[src/rtl/updown_counter_n.sv]
// Parametrised up/down counter with modulo limit, step, parallel load,
// wrap/saturate boundary handling, terminal-count pulse and sticky overflow.
module updown_counter_n #(
  parameter int unsigned WIDTH     = 4,
  parameter int unsigned RESET_VAL = 0
) (
  input  logic             clk,
  input  logic             reset,
  input  logic             en,
  input  logic             dir,
  input  logic             mode,
  input  logic [WIDTH-1:0] step,
  input  logic [WIDTH-1:0] limit,
  input  logic             load,
  input  logic [WIDTH-1:0] load_val,
  input  logic             clr_ovf,
  output logic [WIDTH-1:0] Q,
  output logic             at_max,
  output logic             at_min,
  output logic             tc,
  output logic             ovf
);

  logic [WIDTH-1:0] s;
  logic [WIDTH:0]   q_w;
  logic [WIDTH:0]   s_w;
  logic [WIDTH:0]   lim_w;
  logic [WIDTH:0]   span_w;
  logic [WIDTH:0]   sum_w;
  logic [WIDTH:0]   q_nxt;
  logic             evt;

  assign s      = (step < limit) ? step : limit;
  assign q_w    = {1'b0, Q};
  assign s_w    = {1'b0, s};
  assign lim_w  = {1'b0, limit};
  assign span_w = lim_w + {{WIDTH{1'b0}}, 1'b1};
  assign sum_w  = q_w + s_w;

  always_comb begin
    q_nxt = q_w;
    evt   = 1'b0;
    if (load) begin
      q_nxt = (load_val < limit) ? {1'b0, load_val} : lim_w;
    end else if (en && (s != '0)) begin
      // An out-of-range Q snaps to the far end of travel regardless of mode.
      if (q_w > lim_w) begin
        evt   = 1'b1;
        q_nxt = dir ? lim_w : '0;
      end else if (!dir) begin
        if (sum_w <= lim_w) begin
          q_nxt = sum_w;
        end else begin
          evt   = 1'b1;
          q_nxt = mode ? lim_w : (sum_w - span_w);
        end
      end else begin
        if (q_w >= s_w) begin
          q_nxt = q_w - s_w;
        end else begin
          evt   = 1'b1;
          q_nxt = mode ? '0 : (q_w + span_w - s_w);
        end
      end
    end
  end

  always_ff @(posedge clk) begin
    if (!reset) begin
      Q   <= WIDTH'(RESET_VAL);
      tc  <= 1'b0;
      ovf <= 1'b0;
    end else begin
      Q   <= q_nxt[WIDTH-1:0];
      tc  <= evt;
      ovf <= evt | (ovf & ~clr_ovf);
    end
  end

  assign at_max = (Q == limit);
  assign at_min = (Q == '0);

endmodule

[config.mk]
export PLATFORM = sky130hd
export DESIGN_NAME = updown_counter_n
export DESIGN_NICKNAME = d
export VERILOG_FILES = /design/src/rtl/updown_counter_n.sv
export SDC_FILE = /design/constraint.sdc
export NUM_CORES = 1
export LEC_CHECK = 0
export ABC_CLOCK_PERIOD_IN_PS = 9100
export CORE_MARGIN = 1.5
export CORE_UTILIZATION = 59
export DETAILED_ROUTE_END_ITERATION = 10
export GPL_TIMING_DRIVEN = 0
export PLACE_DENSITY = 0.87
export SYNTH_ARGS = -nofsm -noshare
export SYNTH_HDL_FRONTEND = slang
export SYNTH_SLANG_ARGS = --single-unit
[constraint.sdc]
create_clock -name clk -period 9.1 [get_ports clk]
set_input_delay 2.73 -clock clk [delete_from_list [all_inputs] [get_ports clk]]
set_output_delay 2.73 -clock clk [all_outputs]
set_load 0.03 [all_outputs]
==> flow_metrics.env, run 1 <==
export IMPL_routed_via_density=6.57
export IMPL_core_area_um2=2520
export IMPL_seq_area_frac_synth_pct=7.44
export IMPL_rsz0062_at_grt="no"
export IMPL_place_congestion=0.889
export IMPL_grt_start_max_net_pins=13
export IMPL_finalCriticalPeriod_ns=7.69
export IMPL_critPathCaptureType="flop"
export IMPL_first_pass_iters=4
export IMPL_antennaDiodeCount=0
export IMPL_synth_cell_type_count=50
export IMPL_fin_tns_setup_ns=0
export IMPL_cts_buffers=3
export IMPL_h_tree_depth=1
export IMPL_clkTransAtPathRegs_ns=0.05
export IMPL_portBuffers=25
export IMPL_ys_async_sr_fraction_pct=0
export IMPL_grt_pass1_vias=1665
export IMPL_p_leak_uw=0.000857
export IMPL_wl_per_cell_um=17.7
export IMPL_yosysTopAreaCell="ha_1"
export IMPL_cp_cell_sequence="clkdlybuf4s50_1 > inv_1 > ha_1 > a2111oi_4 > nor2_1 > mux2_2 > ha_1 > inv_1 > fa_1 > xnor2_1 > ha_1 > and4_1 > o311ai_2 > mux2i_1 > a2111oi_0 > o311a_1"
export IMPL_drc=0
export IMPL_die_area_um2=3060
export IMPL_vias=1623
export IMPL_nFillCells=169
export IMPL_critPathMaxStageDelay_ns=0.67
export IMPL_switching_share_pct=50.1
export IMPL_worst_pin_slew_ns=0.690
export IMPL_hold_path_depth=2
export IMPL_pin_count=27
export IMPL_synth_top_cell_area_share_pct=24.8
export IMPL_maxCapViolCount=0
export IMPL_cp_depth=16
export IMPL_setup_viol=0
export IMPL_drtIter0Drc=52
export IMPL_period_share_pct=84.5
export IMPL_cp_slowest_cell="clkdlybuf4s50_1"
export IMPL_grt_pass1_wl_um=7400
export IMPL_fin_ws_ns=1.41
export IMPL_totalWireLength_um=4380
export IMPL_cp_arrival_ns=7.87
export IMPL_cts_tree="yes"
export IMPL_pwr_share_clk_pct=7.1
export IMPL_crit_top_cell="ha_1"
export IMPL_report_final_hold_viol_count=0
export IMPL_finalClockSkew_ns=0.00176
export IMPL_ant_nets=0
export IMPL_max_slew_margin_rel_pct=54.0
export IMPL_syn_cell_area_um2=1610
export IMPL_post_cts_buffers=0
export IMPL_layout_nets=276
export IMPL_synth_area_per_cell_um2=8.54
export IMPL_synth_net_count=246
export IMPL_fp_dieH_um=55.3
export IMPL_cp_max_fo=7
export IMPL_crit_family="compound AO/OA/AOI/OAI gates"
export IMPL_power_density_nw_per_um2=178
export IMPL_crit_buf_inv=3
export IMPL_clkLatencyLatePin_ns=0.24
export IMPL_synth_cells=189
export IMPL_worstSetupPathType="primary input to flop"
export IMPL_combPwrFrac_pct=80.8
export IMPL_power_switching_uw=172
export IMPL_dp_slack_ns=1.27
export IMPL_antenna_found_initial=0
export IMPL_cts_buffer_depth=2
export IMPL_r2r_cells=9
export IMPL_postCtsResizedCells=0
export IMPL_outcome="finished clean"
export IMPL_report_final_slew_viol_count=0
export IMPL_seq_power_share_pct=12.0
export IMPL_post_route_util_pct=76.3
export IMPL_postCtsHoldBufs=0
export IMPL_syn_to_final_growth_pct=19.2
export IMPL_hpwl_um=3600
export IMPL_synth_seq_cells=6
export IMPL_drive_gt1_share_pct=7.83
export IMPL_numClockSinks=6
export IMPL_grt_overflow_total=0
export IMPL_synth_edf_count=0
export IMPL_worstSetupStartpointType="primary input"
export IMPL_ir_worst_vdd_mv=0.129
export IMPL_hold_class="flop to flop"
export IMPL_root_buffer="clkbuf_4"
export IMPL_initial_utilization_pct=64.0
export IMPL_required_ns=9.28
export IMPL_p_int_uw=171
export IMPL_timing_fmax_ghz=0.130
export IMPL_synth_main_ff_cell="dfxtp_1"
export IMPL_ys_warnings_count=0
export IMPL_p_total_uw=343
export IMPL_grtUsageTotal_pct=30.1
export IMPL_rows=18
export IMPL_synth_area_leaders="ha_1 25%, dfxtp_1 7.4%, fa_1 7.4%, inv_1 5.3%, mux2_2 4.2%"
export IMPL_die_w_um=55.3
-- synthesized netlist by cell type (3+ instances only) --
| master | count |
|---|---|
| a31oi_1 | 4 |
| inv_1 | 23 |
| fa_1 | 6 |
| o21ai_0 | 10 |
| ha_1 | 32 |
| nand2_1 | 6 |
| mux2_2 | 6 |
| nor2_1 | 11 |
| nor3_1 | 4 |
| mux2i_1 | 6 |
| nor2b_1 | 5 |
| xnor2_1 | 7 |
| o21a_1 | 5 |
| xor2_1 | 5 |
| dfxtp_1 | 6 |
| nand3_1 | 3 |
| a21oi_1 | 10 |
-- cells in the final DEF (no fill, tap or decap), drive strengths merged, types with 6 or more instances in the layout --
cell            n
a21oi          10
clkdlybuf4s50  25
dfxtp           6
fa              6
ha             32
inv            23
mux2            6
mux2i           6
nand2           6
nor2           11
o21ai          10
xnor2           7
-- registers in the layout (all words and copies together) (netlist names) --
name  count
Q         4
ovf       1
tc        1
-- power groups by stage --
stage          combinational (uW)  sequential (uW)  clock (uW)
3_5_place_dp                  272             41.4           0
2_1_floorplan                 192             47.0           0
4_1_cts                       274             40.8        24.8
6_report                      277             41.3        24.4
3_3_place_gp                  257             40.8           0
5_1_grt                       304             42.2        27.1
-- cell families after synthesis --
group / Yosys count / share of synthesized area, %
xor gates and xnor gates: 12 / 6.51
muxes: 12 / 7.91
and+or+nand+nor: 43 / 14.1
buffers and inverters: 26 / 6.05
DFF: 6 / 7.44
AOI/OAI and AO/OA: 52 / 25.7
adders and majority gates: 38 / 32.2
-- worst paths after layout --
path,from,to,slack [ns]
worst max-delay path,limit[1],Q[0],1.41
worst min-delay path,ovf,ovf,0.59
worst max register to register,Q[1],Q[0],5.43
worst min register to register,ovf,ovf,0.59
-- routing by layer --
metal	global-route usage, %	part of all wire (%)
met4	14.6	3.6
met2	50.0	48
met5	0	0
met1	37.1	41
met3	5.62	7.5
-- layout make-up --
type	count	area, um^2	area share, %
plain buffers	3	11.3	0.585
well taps	30	37.5	1.95
clock buffers	3	22.5	1.17
flip-flops and latches	6	120	6.24
repair buffers	25	250	13.0
multi-input cells	157	1400	72.6
inverters	23	86.3	4.49
-- worst register-to-register path, delay by kind of cell, from the launching register on --
kind                     cells  cell delay [ns]
AO/OA/AOI/OAI                3             1.38
XOR/XNOR                     1             0.34
adder cells (fa/ha/maj)      2             0.78
buffers and inverters        1             0.13
flip-flops                   1             0.60
multiplexers                 1             0.20
AND/OR/NAND/NOR              1             0.20
-- through the flow --
stage               instances  hold slack, ns  instance area (um^2)
floorplan                 189           0.747                  1610
global placement          244           0.559                  1900
detailed placement        244           0.593                  1900
CTS                       247           0.599                  1920
global route              247           0.639                  1920
finish                    247           0.595                  1920
Power figures use the tool's default switching activity.
==> inputs of run 2 (changes only) <==
==> config.mk (replaced) <==
export PLATFORM = sky130hd
export DESIGN_NAME = updown_counter_n
export DESIGN_NICKNAME = d
export VERILOG_FILES = /design/src/rtl/updown_counter_n.sv
export SDC_FILE = /design/constraint.sdc
export NUM_CORES = 1
export LEC_CHECK = 0
export ABC_CLOCK_PERIOD_IN_PS = 6570
export CORE_MARGIN = 1.5
export CORE_UTILIZATION = 49
export DETAILED_ROUTE_END_ITERATION = 10
export GPL_TIMING_DRIVEN = 0
export PLACE_DENSITY = 0.77
export SYNTH_ARGS = -nofsm -noshare
export SYNTH_HDL_FRONTEND = slang
export SYNTH_SLANG_ARGS = --single-unit
==> constraint.sdc (replaced) <==
create_clock -name clk -period 6.57 [get_ports clk]
set_input_delay 1.971 -clock clk [delete_from_list [all_inputs] [get_ports clk]]
set_output_delay 1.971 -clock clk [all_outputs]
set_load 0.03 [all_outputs]
==> flow_metrics.env, run 2 (same netlist as run 1, synthesis figures left out) <==
export IMPL_postCtsHoldBufs=0
export IMPL_outcome="finished clean"
export IMPL_cp_arrival_ns=6.45
export IMPL_reg2reg_slack_ns=3.30
export IMPL_cts_tree="yes"
export IMPL_maxCapViolCount=0
export IMPL_grt_overflow_total=0
export IMPL_r2r_end="Q[3]"
export IMPL_syn_to_final_growth_pct=22.7
export IMPL_dp_slack_ns=-0.394
export IMPL_routed_via_density=5.90
export IMPL_largest_reg_flops=4
export IMPL_worstSetupStartpointType="primary input"
export IMPL_worstSetupPathType="primary input to flop"
export IMPL_cp_max_fo=12
export IMPL_die_w_um=60.4
export IMPL_max_slew_margin_rel_pct=49.9
export IMPL_clkLatencyLatePin_ns=0.24
export IMPL_grtUsageTotal_pct=25.4
export IMPL_initial_utilization_pct=52.0
export IMPL_finalCriticalPeriod_ns=6.30
export IMPL_min_to="ovf"
export IMPL_grt_start_max_net_pins=13
export IMPL_drtIter0Drc=95
export IMPL_grt_pass1_wl_um=6900
export IMPL_report_final_hold_viol_count=0
export IMPL_worst_pin_slew_ns=0.752
export IMPL_hold_class="flop to flop"
export IMPL_power_density_nw_per_um2=242
export IMPL_reg_largest_list="Q x4, ovf x1, tc x1"
export IMPL_top_register="Q"
export IMPL_core_area_um2=3100
export IMPL_portBuffers=25
export IMPL_p_leak_uw=0.000894
export IMPL_layout_nets=276
export IMPL_pin_count=27
export IMPL_hpwl_um=3440
export IMPL_antenna_found_initial=0
export IMPL_layout_commonest_cell="ha_1"
export IMPL_cts_buffers=3
export IMPL_r2r_cells=9
export IMPL_fp_dieH_um=60.4
export IMPL_final_cell_mix="32 x ha_1, 23 x inv_1, 22 x clkdlybuf4s50_1, 11 x nor2_1"
export IMPL_antennaDiodeCount=0
export IMPL_period_share_pct=95.9
export IMPL_hold_path_depth=2
export IMPL_nFillCells=294
export IMPL_h_tree_depth=1
export IMPL_required_ns=6.72
export IMPL_totalWireLength_um=4220
export IMPL_wl_per_cell_um=16.2
export IMPL_place_congestion=0.916
export IMPL_p_total_uw=479
export IMPL_rows=20
export IMPL_cts_buffer_depth=2
export IMPL_fin_ws_ns=0.272
export IMPL_clkTransAtPathRegs_ns=0.04
export IMPL_rsz0062_at_grt="no"
export IMPL_vias=1541
export IMPL_ir_worst_vdd_mv=0.129
export IMPL_drive_gt1_share_pct=9.22
export IMPL_ant_nets=0
export IMPL_hold_start="ovf"
export IMPL_critPathCaptureType="flop"
export IMPL_post_cts_buffers=0
export IMPL_drc=0
export IMPL_reg2reg_from="Q[1]"
export IMPL_die_area_um2=3650
export IMPL_finalClockSkew_ns=0.00415
export IMPL_setup_viol=0
export IMPL_timing_fmax_ghz=0.159
export IMPL_report_final_slew_viol_count=0
export IMPL_first_pass_iters=4
export IMPL_numClockSinks=6
export IMPL_root_buffer="clkbuf_4"
export IMPL_grt_pass1_vias=1520
[run 2: area by class of cell]
class                           instances  area (um^2)  share of cell area (%)
Tap cell                               44         55.1                    2.78
Timing Repair Buffer                   25          258                    13.0
Buffer                                  3         11.3                   0.569
Multi-Input combinational cell        157         1430                    72.1
Inverter                               23         86.3                    4.36
Sequential cell                         6          120                    6.06
Clock buffer                            3         22.5                    1.14
[run 2: worst max-delay path, stage by stage]
cell and delay [ns]:
clkdlybuf4s50_1 0.84, nand2b_2 0.13, a2111oi_4 0.42, nor2_1 0.15, mux2_2 0.31, ha_1 0.19, inv_1 0.06, fa_1 0.53
inv_1 0.09, ha_1 0.31, a2111oi_2 0.41, o311ai_4 0.18, o2111a_1 0.19, a2111o_1 0.38, o32ai_1 0.26
[run 2: repair_timing]
item | in CTS | in global routing
resized for setup | 2 | 6
pin swaps | 0 | 1
endpoints found under the setup margin | 3 | 4
endpoints found under the hold margin | 0 | 0
[run 2: power by group]
part | internal, uW | switching (uW) | total (uW)
registers | 42.9 | 13.8 | 56.7
clock network | 20.6 | 12.3 | 32.8
logic | 181 | 208 | 389
[run 2: worst max path at each step]
stage / to / startpoint
final: Q[3] / limit[0]
after global routing: Q[3] / limit[0]
after CTS: Q[0] / limit[1]
after detailed placement: Q[0] / limit[1]
after global placement: Q[0] / limit[1]
after floorplan: Q[0] / limit[1]
[run 2: stage by stage]
| step | TNS (ns) | cell area, um^2 | cells | util (%) | hold slack [ns] |
|---|---|---|---|---|---|
| floorplan | 0 | 1610 | 189 | - | 0.747 |
| global placement | -0.985 | 1920 | 258 | 61.9 | 0.569 |
| detailed placement | -1.28 | 1920 | 258 | 61.9 | 0.580 |
| CTS | 0 | 1950 | 261 | 62.9 | 0.590 |
| global route | 0 | 1980 | 261 | 63.8 | 0.626 |
| finish | 0 | 1980 | 261 | 63.8 | 0.589 |
[run 2: metal layers]
layer  track usage [%]  part of all wire, %
met1              33.2                   45
met2              43.3                   47
met3              3.20                  6.2
met4              8.57                  1.7
met5                 0                    0
